<file path="src/rtl/seq_gen.sv">
`default_nettype none
// +------------------------------------------------------------------+
// | seq_gen : MSB-first serial pattern generator (single/loop/abort)  |
// | Rev 1.0                                                           |
// +------------------------------------------------------------------+
module seq_gen #(
   parameter int WIDTH = 16,
   parameter int CW    = 5
) (
   input  logic             clk,
   input  logic             rst,
   input  logic             start,
   input  logic [WIDTH-1:0] pattern,
   input  logic [CW-1:0]    len,
   input  logic             loop,
   input  logic             stop,
   output logic             x,
   output logic             x_valid,
   output logic             busy,
   output logic             done
);

   typedef enum logic [1:0] {
      IDLE   = 2'd0,
      SEND   = 2'd1,
      FINISH = 2'd2
   } state_t;

   state_t           state_q, state_d;
   logic [WIDTH-1:0] shreg_q, shreg_d;
   logic [WIDTH-1:0] copy_q,  copy_d;
   logic [CW-1:0]    cnt_q,   cnt_d;
   logic [CW-1:0]    len_q,   len_d;
   logic             x_q, x_d;
   logic             x_valid_q, x_valid_d;
   logic             busy_q, busy_d;
   logic             done_q, done_d;
   logic             len_ok;

   assign len_ok = (len != '0) && (len <= CW'(WIDTH));

   always_comb begin
      state_d = state_q;
      shreg_d = shreg_q;
      copy_d  = copy_q;
      cnt_d   = cnt_q;
      len_d   = len_q;
      case (state_q)
         IDLE: begin
            if (start && len_ok) begin
               shreg_d = pattern;
               copy_d  = pattern;
               cnt_d   = len;
               len_d   = len;
               state_d = SEND;
            end
         end
         SEND: begin
            if (cnt_q > CW'(1)) begin
               if (stop) begin
                  state_d = IDLE;
               end else begin
                  shreg_d = {shreg_q[WIDTH-2:0], 1'b0};
                  cnt_d   = cnt_q - CW'(1);
               end
            end else if (loop && !stop) begin
               // Reload on the last-bit edge so the next pass follows with no gap
               shreg_d = copy_q;
               cnt_d   = len_q;
            end else begin
               state_d = FINISH;
            end
         end
         FINISH:  state_d = IDLE;
         default: state_d = IDLE;
      endcase

      // Outputs are derived from next state so they come straight out of flops
      x_valid_d = (state_d == SEND);
      x_d       = x_valid_d & shreg_d[WIDTH-1];
      busy_d    = (state_d != IDLE);
      done_d    = (state_d == FINISH);
   end

   always_ff @(posedge clk or posedge rst) begin
      if (rst) begin
         state_q   <= IDLE;
         shreg_q   <= '0;
         copy_q    <= '0;
         cnt_q     <= '0;
         len_q     <= '0;
         x_q       <= 1'b0;
         x_valid_q <= 1'b0;
         busy_q    <= 1'b0;
         done_q    <= 1'b0;
      end else begin
         state_q   <= state_d;
         shreg_q   <= shreg_d;
         copy_q    <= copy_d;
         cnt_q     <= cnt_d;
         len_q     <= len_d;
         x_q       <= x_d;
         x_valid_q <= x_valid_d;
         busy_q    <= busy_d;
         done_q    <= done_d;
      end
   end

   assign x       = x_q;
   assign x_valid = x_valid_q;
   assign busy    = busy_q;
   assign done    = done_q;

endmodule
`default_nettype wire

</file>
<file path="config.mk">
export PLATFORM = sky130hd
export DESIGN_NAME = seq_gen
export DESIGN_NICKNAME = d
export VERILOG_FILES = /design/src/rtl/seq_gen.sv
export SDC_FILE = /design/constraint.sdc
export NUM_CORES = 1
export LEC_CHECK = 0
export BUFFER_PORTS_ARGS = -buffer_cell sky130_fd_sc_hd__buf_2
export CAP_MARGIN = 20
export CORE_MARGIN = 2
export CORE_UTILIZATION = 57
export DETAILED_ROUTE_END_ITERATION = 10
export GPL_ROUTABILITY_DRIVEN = 0
export PLACE_DENSITY_LB_ADDON = 0.1
export SLEW_MARGIN = 10
export SYNTH_ARGS = -nofsm -noshare
export SYNTH_HDL_FRONTEND = slang
export SYNTH_SLANG_ARGS = --single-unit
</file>
<file path="constraint.sdc">
create_clock -name clk -period 2.8 [get_ports clk]
set_clock_uncertainty 0.2 [all_clocks]
set_input_delay 0.28 -clock clk [delete_from_list [all_inputs] [get_ports clk]]
set_output_delay 0.28 -clock clk [all_outputs]
set_load 0.01 [all_outputs]
</file>
* Word level (Yosys, flattened, before mapping)
Index checks and enable logic that the tools add are counted.
** Cells by class
- $add $sub $neg :: 1
- Bitwise logic cells :: 1
- Order comparisons :: 2
- Reduce and logical (&&, ||, !) cells :: 10
- Equal/unequal tests :: 6
- Mux-type cells :: 15
** Operators with widths (number)
- two-way mux 16 bit :: 4
- case mux 16 bit (2 select lines) :: 1
- two-way mux 5 bit :: 4
- case mux 5 bit (2 select lines) :: 1
- two-way mux 2 bit :: 4
- != test 3 bit (second input constant) :: 2
- > comparator 5 x 1 -> 1 bit (second input constant) :: 1
- <= comparator 5 bit (second input constant) :: 1
- nonzero test 5 bit :: 1
- subtractor 5 x 1 -> 5 bit (second input constant) :: 1
- equality test 2 x 1 -> 1 bit (second input constant) :: 2
- case mux 2 bit (2 select lines) :: 1
- AND reduction 4 bit :: 1
- nonzero test 2 bit :: 2
- logical AND 1 bit :: 3
- equality test 2 bit (second input constant) :: 1
- logical NOT 2 bit :: 1
- != test 2 bit (second input constant) :: 1
- AND reduction 2 bit :: 1
- bitwise AND 1 bit :: 1
- logical NOT 1 bit :: 1
** Storage, ports and cells
- Logic and storage cells :: 45
- Output and inout port bits :: 4
- Bits in registers :: 48
- Input port bits :: 26

* Logic depth before layout (Yosys ltp)
Gate-level depths: netlist of the first run.
- Word-level depth :: 7
- Gate-level depth with buffers :: 9
- Gate-level depth less buffers :: 7

* Worst setup path after synthesis of the first run
OpenSTA, ideal clock, no wires.
- Kind :: reg2reg
- Start :: reg cnt_q[0]
- End :: reg shreg_q[2]
- Data required time :: 2474 ps
- Buffers on the path :: 2
- Slack :: 791 ps
- Clock period less this slack :: 2009 ps
- Arrival :: 1683 ps
- Stages on the path, launching flop included :: 9
- Setup time :: 126 ps
- Cell sequence :: dfrtp_1 ha_1 o21bai_1 and2_1 buf_2 buf_2 nand3_1 a21oi_1 a221o_1
** On the way
- Word-level cells in the longest chain between the ends :: 3
- Elaborated cells on any way between the ends :: 6
- Those cells by class :: order compare: 1; eq/ne: 2; mux: 2; reduce/logical: 1
** Ends and longest elaborated chain
- start, declared :: RTL line 32 : logic [CW-1:0] cnt_q, cnt_d;
- start signal, assigned :: RTL line 100 : cnt_q <= cnt_d;
- > comparator 5 x 1 -> 1 bit * :: RTL line 59 : if (cnt_q > CW'(1)) begin
- != test 3 bit (no line) / two-way mux 16 bit (equally long branches)
- AND reduction 4 bit (no line) / case mux 16 bit (2 select lines) (equally long branches)
- end signal, assigned :: RTL line 98 : shreg_q <= shreg_d;
- end, declared :: RTL line 30 : logic [WIDTH-1:0] shreg_q, shreg_d;
Every way passes the cells marked *; elsewhere a longest branch is shown, timed or not.
A chain may end at the register's enable or synchronous reset.

* Worst setup path after layout of the first run
- Start :: reg cnt_q[2]
- End :: reg busy_q, in the netlist busy
** On the way
- Word-level cells in the longest chain between the ends :: 4
** Ends and longest elaborated chain
- > comparator 5 x 1 -> 1 bit :: RTL line 59
- two-way mux 2 bit :: RTL line 59
- case mux 2 bit (2 select lines) :: RTL line 48 : case (state_q)
- named net state_d[0] :: RTL line 29 : state_t state_q, state_d;
- nonzero test 2 bit :: RTL line 81 : busy_d = (state_d != IDLE);
- named net busy_d :: RTL line 36 : logic busy_q, busy_d;
- end signal, assigned :: RTL line 104 : busy_q <= busy_d;
- end, declared :: RTL line 36
The timed path passes the listed nets, and every way through them passes these cells.

==> results of run 1 <==
## kinds of logic after synthesis
kind of cell | share of synthesized area [%]
adders and majority gates | 1.07
xor gates and xnor gates | 1.13
and+or+nand+nor | 15.4
DFF | 51.5
AOI/OAI and AO/OA | 17.1
buffers and inverters | 4.77
muxes | 9.12
## power groups by stage
stage	Sequential [mW]	Combinational, mW	Clock, mW
after floorplan	1.09	0.581	0
after global placement	1.14	0.738	0
after detailed placement	1.14	0.753	0
after CTS	1.13	0.757	0.538
after global routing	1.17	0.846	0.563
final	1.13	0.754	0.522
## worst max-delay path by stage
stage                             to  slack [ps]  cells past startpoint
after detailed placement        busy         480                      8
after global placement     copy_q[6]         570                      6
final                           busy         430                      6
after floorplan           shreg_q[2]         790                      8
after global routing            busy         300                      6
after CTS                       busy         470                      6
## metrics by stage
stage / cell area [sq um] / hold slack (ps)
2_1_floorplan: 2330 / 210
3_3_place_gp: 2550 / 129
3_5_place_dp: 2550 / 128
4_1_cts: 2700 / 2.54
5_1_grt: 2700 / 1.66
6_report: 2700 / 13.0
## metal layers
layer | GRT usage (%) | up-vias
met1 | 32.3 | 875
li1 | - | 868
met3 | 5.43 | 9
met2 | 40.9 | 35
met5 | 0 | -
met4 | 8.25 | 0
## synth_stat cells, drive strengths merged
library cell	instances	area share, %
o31ai	1	0.54
nand4	1	0.27
a31oi	2	0.54
and4b	2	1.0
o221ai	1	0.38
o31a	1	0.38
nor4b	1	0.38
a22oi	1	0.32
a211o	1	0.38
nand2	26	4.2
a221oi	1	0.38
or3	1	0.27
nor3b	2	0.64
o221a	1	0.48
o311ai	1	0.38
nor2	3	0.48
nor3	2	0.43
buf	7	2.0
clkbuf	7	1.1
o211ai	1	0.32
xnor2	3	1.1
dfrtp	48	51
and2	3	0.80
o21bai	1	0.32
nand2b	5	1.3
nor4	3	1.4
mux2	18	8.7
or4b	1	0.43
mux2i	1	0.43
a221o	14	6.0
o21ai	12	2.6
inv	10	1.6
ha	2	1.1
or2	1	0.27
nand3	16	3.4
a21oi	19	4.1
## sequential cells by signal, summed over array words and instances, names as in the netlist, 2 cells and up
signal and count:
shreg_q 16, state_q 2, len_q 5, copy_q 16, cnt_q 5
## area by class of cell
cell class / count / area share, %
multi-input cells: 148 / 37.8
flip-flops and latches: 48 / 44.4
clock inverters: 2 / 1.43
clock buffers: 6 / 3.05
inverters: 10 / 1.39
repair buffers: 40 / 9.63
well taps: 50 / 2.31
## critical path, cell delays in order (launching register included)
cell and delay, ps:
dfrtp_1 450, nor4_1 440, a21oi_1 180, o31ai_2 490
buf_12 220, inv_2 60, or2_1 220
==> flow_summary.json, run 1 <==
{
  "status": "finished clean",
  "ant_nets": 0,
  "drt-met1-wl_microns": 2280,
  "wl_met2_microns": 2430,
  "whs_endpoint": "copy_q[9]",
  "worst_setup_path_end_kind": "flop",
  "highest_layer": "met4",
  "finalHoldViolations": 0,
  "slew_headroom_pct": 52.6,
  "drv_slew": 0,
  "setup_viol": 0,
  "synth-seq-area-share_pct": 51.5,
  "syn_to_final_growth_pct": 15.9,
  "period_share_pct": 84.5,
  "hold_buffers": 3,
  "final_util_pct": 68.1,
  "postSynthCellCount": 220,
  "routed_wl_microns": 4970,
  "antenna_found_initial": 0,
  "wl_met3_microns": 160,
  "drc": 0,
  "start_util_pct": 58.8,
  "die_w_microns": 68.0,
  "cts_tree": "built",
  "io_buffers": 29,
  "clock_sinks": 48,
  "synth.ff_latch_count": 48,
  "grt_overflow": 0,
  "layout.cells.most_common_list": "dfrtp_1, buf_2, nand2_1, a21oi_1, nand3_1",
  "rr_worst_depth": 6,
  "seq_area_sq_um": 1200,
  "worstMarginPinSlew_ps": 710,
  "post-route-min-period_ps": 2370,
  "hold_path_class": "in -> reg",
  "cts-root-buf": "clkbuf_8",
  "layout-drive-gt1-share_pct": 24.0,
  "synth_area_sq_um": 2330,
  "cts_setup_buffers": 0,
  "drt_first_pass_iters": 4,
  "num-fill-cells": 323,
  "grt_max_degree": 25,
  "pre_cts_ws_ps": 481,
  "dieArea_sq_um": 4620,
  "cp_max_fo": 19,
  "switching_share_pct": 33.0,
  "cts.htree.levels": 2,
  "wire_per_inst_microns": 16.3,
  "nNetsFinal": 281,
  "start_kind": "flop",
  "irDropWorstVdd_uv": 468,
  "synth_nets": 248,
  "grt.total_usage_pct": 24.8,
  "p_seq_share_pct": 47.1,
  "drv_cap": 0,
  "startpoint": "cnt_q[2]",
  "row_count": 23,
  "max_freq_mhz": 423,
  "r2r_start": "cnt_q[2]",
  "grt_pass1_vias": 1800,
  "r2r_slack_ps": 430,
  "io_pins": 30,
  "layout.cells.non_filler": 304,
  "avgSynthCellArea_sq_um": 10.6,
  "clkLatencyLatePin_ps": 300,
  "n_antenna_cell": 0,
  "worstHoldStart": "pattern[9]",
  "worstPathArrival_ps": 2360,
  "tns_ps": 0,
  "worst-setup-path-type": "reg -> reg",
  "rsz0062_at_grt": "false",
  "numCtsBuffers": 5,
  "whs_path_depth": 2,
  "cts_resized": 0,
  "path_clk_slew_ps": 90,
  "multi_input_area_sq_um": 1020,
  "total_power_mw": 2.41,
  "yosysWarnings": 0,
  "p_per_area_nw_per_um2": 891,
  "clockBufferDepth": 2,
  "final_common_cell": "dfrtp_1",
  "reg2reg_to": "busy",
  "die_h_microns": 68.0,
  "route.vias.total": 1787,
  "p_comb_share_pct": 31.3,
  "fp.coreArea_sq_um": 3970,
  "viasPerCell": 5.88,
  "critPathRequiredTime_ps": 2790,
  "synth_cell_types": 42,
  "p_clk_share_pct": 21.6,
  "cellInternalPower_mw": 1.61,
  "hpwl_microns": 3470,
  "switching_power_mw": 0.796,
  "fin_ws_ps": 434,
  "placed_cells": 293,
  "leakagePower_nw": 1.20,
  "first_iter_violations": 153,
  "grt_pass1_wl_microns": 8380
}
(Power assumes the default switching activity.)
==> run 2: changes to the inputs <==
Settings changed: CORE_UTILIZATION 57 to 51.
Clock period 2.8 ns to 2.16 ns, I/O delays scaled along.
==> run 2 against run 1 <==
Against the previous run: die area is 11% higher; clock power is 2% lower; largest cell class unchanged; sequential cell count stayed put; worst setup slack worse by 360 ps; clock-buffer cell count is 1 lower; register-to-register slack worse by 360 ps; core utilization is 1.8 points lower; sequential power is 27% higher; fmax is 13% higher; final area is 7.5% higher; sequential share of layout area is 3.1 points lower; critical path type unchanged.
==> flow_summary.json, run 2 (synthesized netlist as in run 1, its figures left out) <==
{
  "io_pins": 30,
  "n_antenna_cell": 0,
  "first_iter_violations": 161,
  "setup_viol": 0,
  "layout-drive-gt1-share_pct": 26.0,
  "worstMarginPinSlew_ps": 499,
  "antenna_found_initial": 0,
  "drv_cap": 0,
  "leakagePower_nw": 1.29,
  "grt_pass1_wl_microns": 9180,
  "total_power_mw": 3.11,
  "worstPathArrival_ps": 2060,
  "hold_path_class": "in -> reg",
  "worst_setup_path_end_kind": "flop",
  "cts-root-buf": "clkbuf_8",
  "clockBufferDepth": 2,
  "dieArea_sq_um": 5130,
  "cts.htree.levels": 2,
  "hpwl_microns": 3670,
  "row_count": 24,
  "clkLatencyLatePin_ps": 290,
  "critPathMaxStageDelay_ps": 400,
  "drc": 0,
  "drt_first_pass_iters": 4,
  "die_w_microns": 71.6,
  "nNetsFinal": 305,
  "grt_pass1_vias": 1899,
  "cp_cell_sequence": "ha_1 -> o21bai_2 -> buf_4 -> and2_1 -> buf_4 -> nand3_1 -> a21oi_1 -> a221o_1",
  "seq_area_sq_um": 1200,
  "clock_sinks": 48,
  "dpl_cell_area_sq_um": 2640,
  "period_share_pct": 96.6,
  "grt_overflow": 0,
  "finalHoldViolations": 0,
  "wire_per_inst_microns": 16.2,
  "route.vias.total": 1893,
  "cpMostUsedCell": "buf_4",
  "num-fill-cells": 358,
  "p_per_area_nw_per_um2": 1070,
  "io_buffers": 29,
  "worst-setup-path-type": "reg -> reg",
  "crit_family": "compound AO/OA/AOI/OAI gates",
  "syn_to_final_growth_pct": 24.6,
  "final_area_sq_um": 2910,
  "slew_headroom_pct": 66.7,
  "path_clk_slew_ps": 90,
  "grt_max_degree": 28,
  "die_h_microns": 71.6,
  "max_freq_mhz": 479,
  "cp_max_fo": 6,
  "multi_input_area_sq_um": 1030,
  "cp.buffers_inverters": 2,
  "fp.coreArea_sq_um": 4380,
  "reg_top3": "copy_q: 16 flops, shreg_q: 16 flops",
  "start_kind": "flop",
  "routed_wl_microns": 5330,
  "final_common_cell": "dfrtp_1",
  "numCtsBuffers": 5,
  "cts_tree": "built",
  "viasPerCell": 5.75,
  "cp_slowest_cell": "dfrtp_1",
  "grt.total_usage_pct": 22.9,
  "post-route-min-period_ps": 2090,
  "drv_slew": 0,
  "ant_nets": 0,
  "layout.cells.most_common_list": "dfrtp_1, buf_2, nand2_1, a21oi_1, dlygate4sd3_1",
  "critPathRequiredTime_ps": 2130,
  "status": "finished clean",
  "start_util_pct": 53.2,
  "irDropWorstVdd_uv": 620
}
run 2: cell type report:
class,instances,share of cell area (%)
sequential,48,41.3
multi-input combinational,148,35.5
timing repair buffer,64,16.9
clock buffer,5,2.37
tap,52,2.24
inverter,10,1.29
clock inverter,2,0.430
run 2: worst paths after layout:
kind	startpoint	end	slack [ps]	cells after the start
worst max-delay path	cnt_q[0]	shreg_q[5]	70	8
worst min-delay path	len[4]	cnt_q[4]	40	3
worst max register to register	cnt_q[0]	shreg_q[5]	70	8
worst min register to register	copy_q[7]	copy_q[7]	290	1
max in group asynchronous	rst	shreg_q[14]	960	4
min in group asynchronous	rst	x_valid	290	3
run 2: through the flow:
step | hold slack (ps) | utilization, % | cells | setup slack, ps | setup TNS (ps)
6_report | 35.0 | 66.3 | 329 | 73.2 | 0
5_1_grt | 24.5 | 66.3 | 329 | -4.31 | -4.64
4_1_cts | 24.1 | 66.0 | 329 | 58.2 | 0
3_5_place_dp | 74.6 | 60.3 | 305 | 73.2 | 0
3_3_place_gp | 70.6 | 60.3 | 305 | 88.3 | 0
2_1_floorplan | 146 | - | 220 | 151 | 0
run 2: layer usage:
layer / track usage, % / vias up / wire length [microns]
met5: 0 / - / 0
met4: 5.24 / 0 / 43
met3: 4.92 / 4 / 278
met2: 34.7 / 44 / 2510
met1: 34.0 / 932 / 2500
li1: - / 913 / -
run 2: worst register-to-register path, delay by kind of cell (launching register included):
family                     cells  cell delay (ps)
buffers and inverters          2              320
and+or+nand+nor                2              260
AOI/OAI and AO/OA              3              560
DFF                            1              400
adders and majority gates      1              230
run 2: what timing repair did:
action	CTS	global route
hold buffers	17	0
gates resized for setup	0	4
setup buffers	0	0
setup endpoints to repair	0	16
hold endpoints to repair	54	0
run 2: where the power goes:
part | switching (mW) | total, mW | leakage [nW] | internal [mW]
Combinational | 0.569 | 1.16 | 0.664 | 0.591
Clock | 0.291 | 0.510 | 0.0400 | 0.220
Sequential | 0.203 | 1.44 | 0.586 | 1.24
Total | 1.06 | 3.11 | 1.29 | 2.05
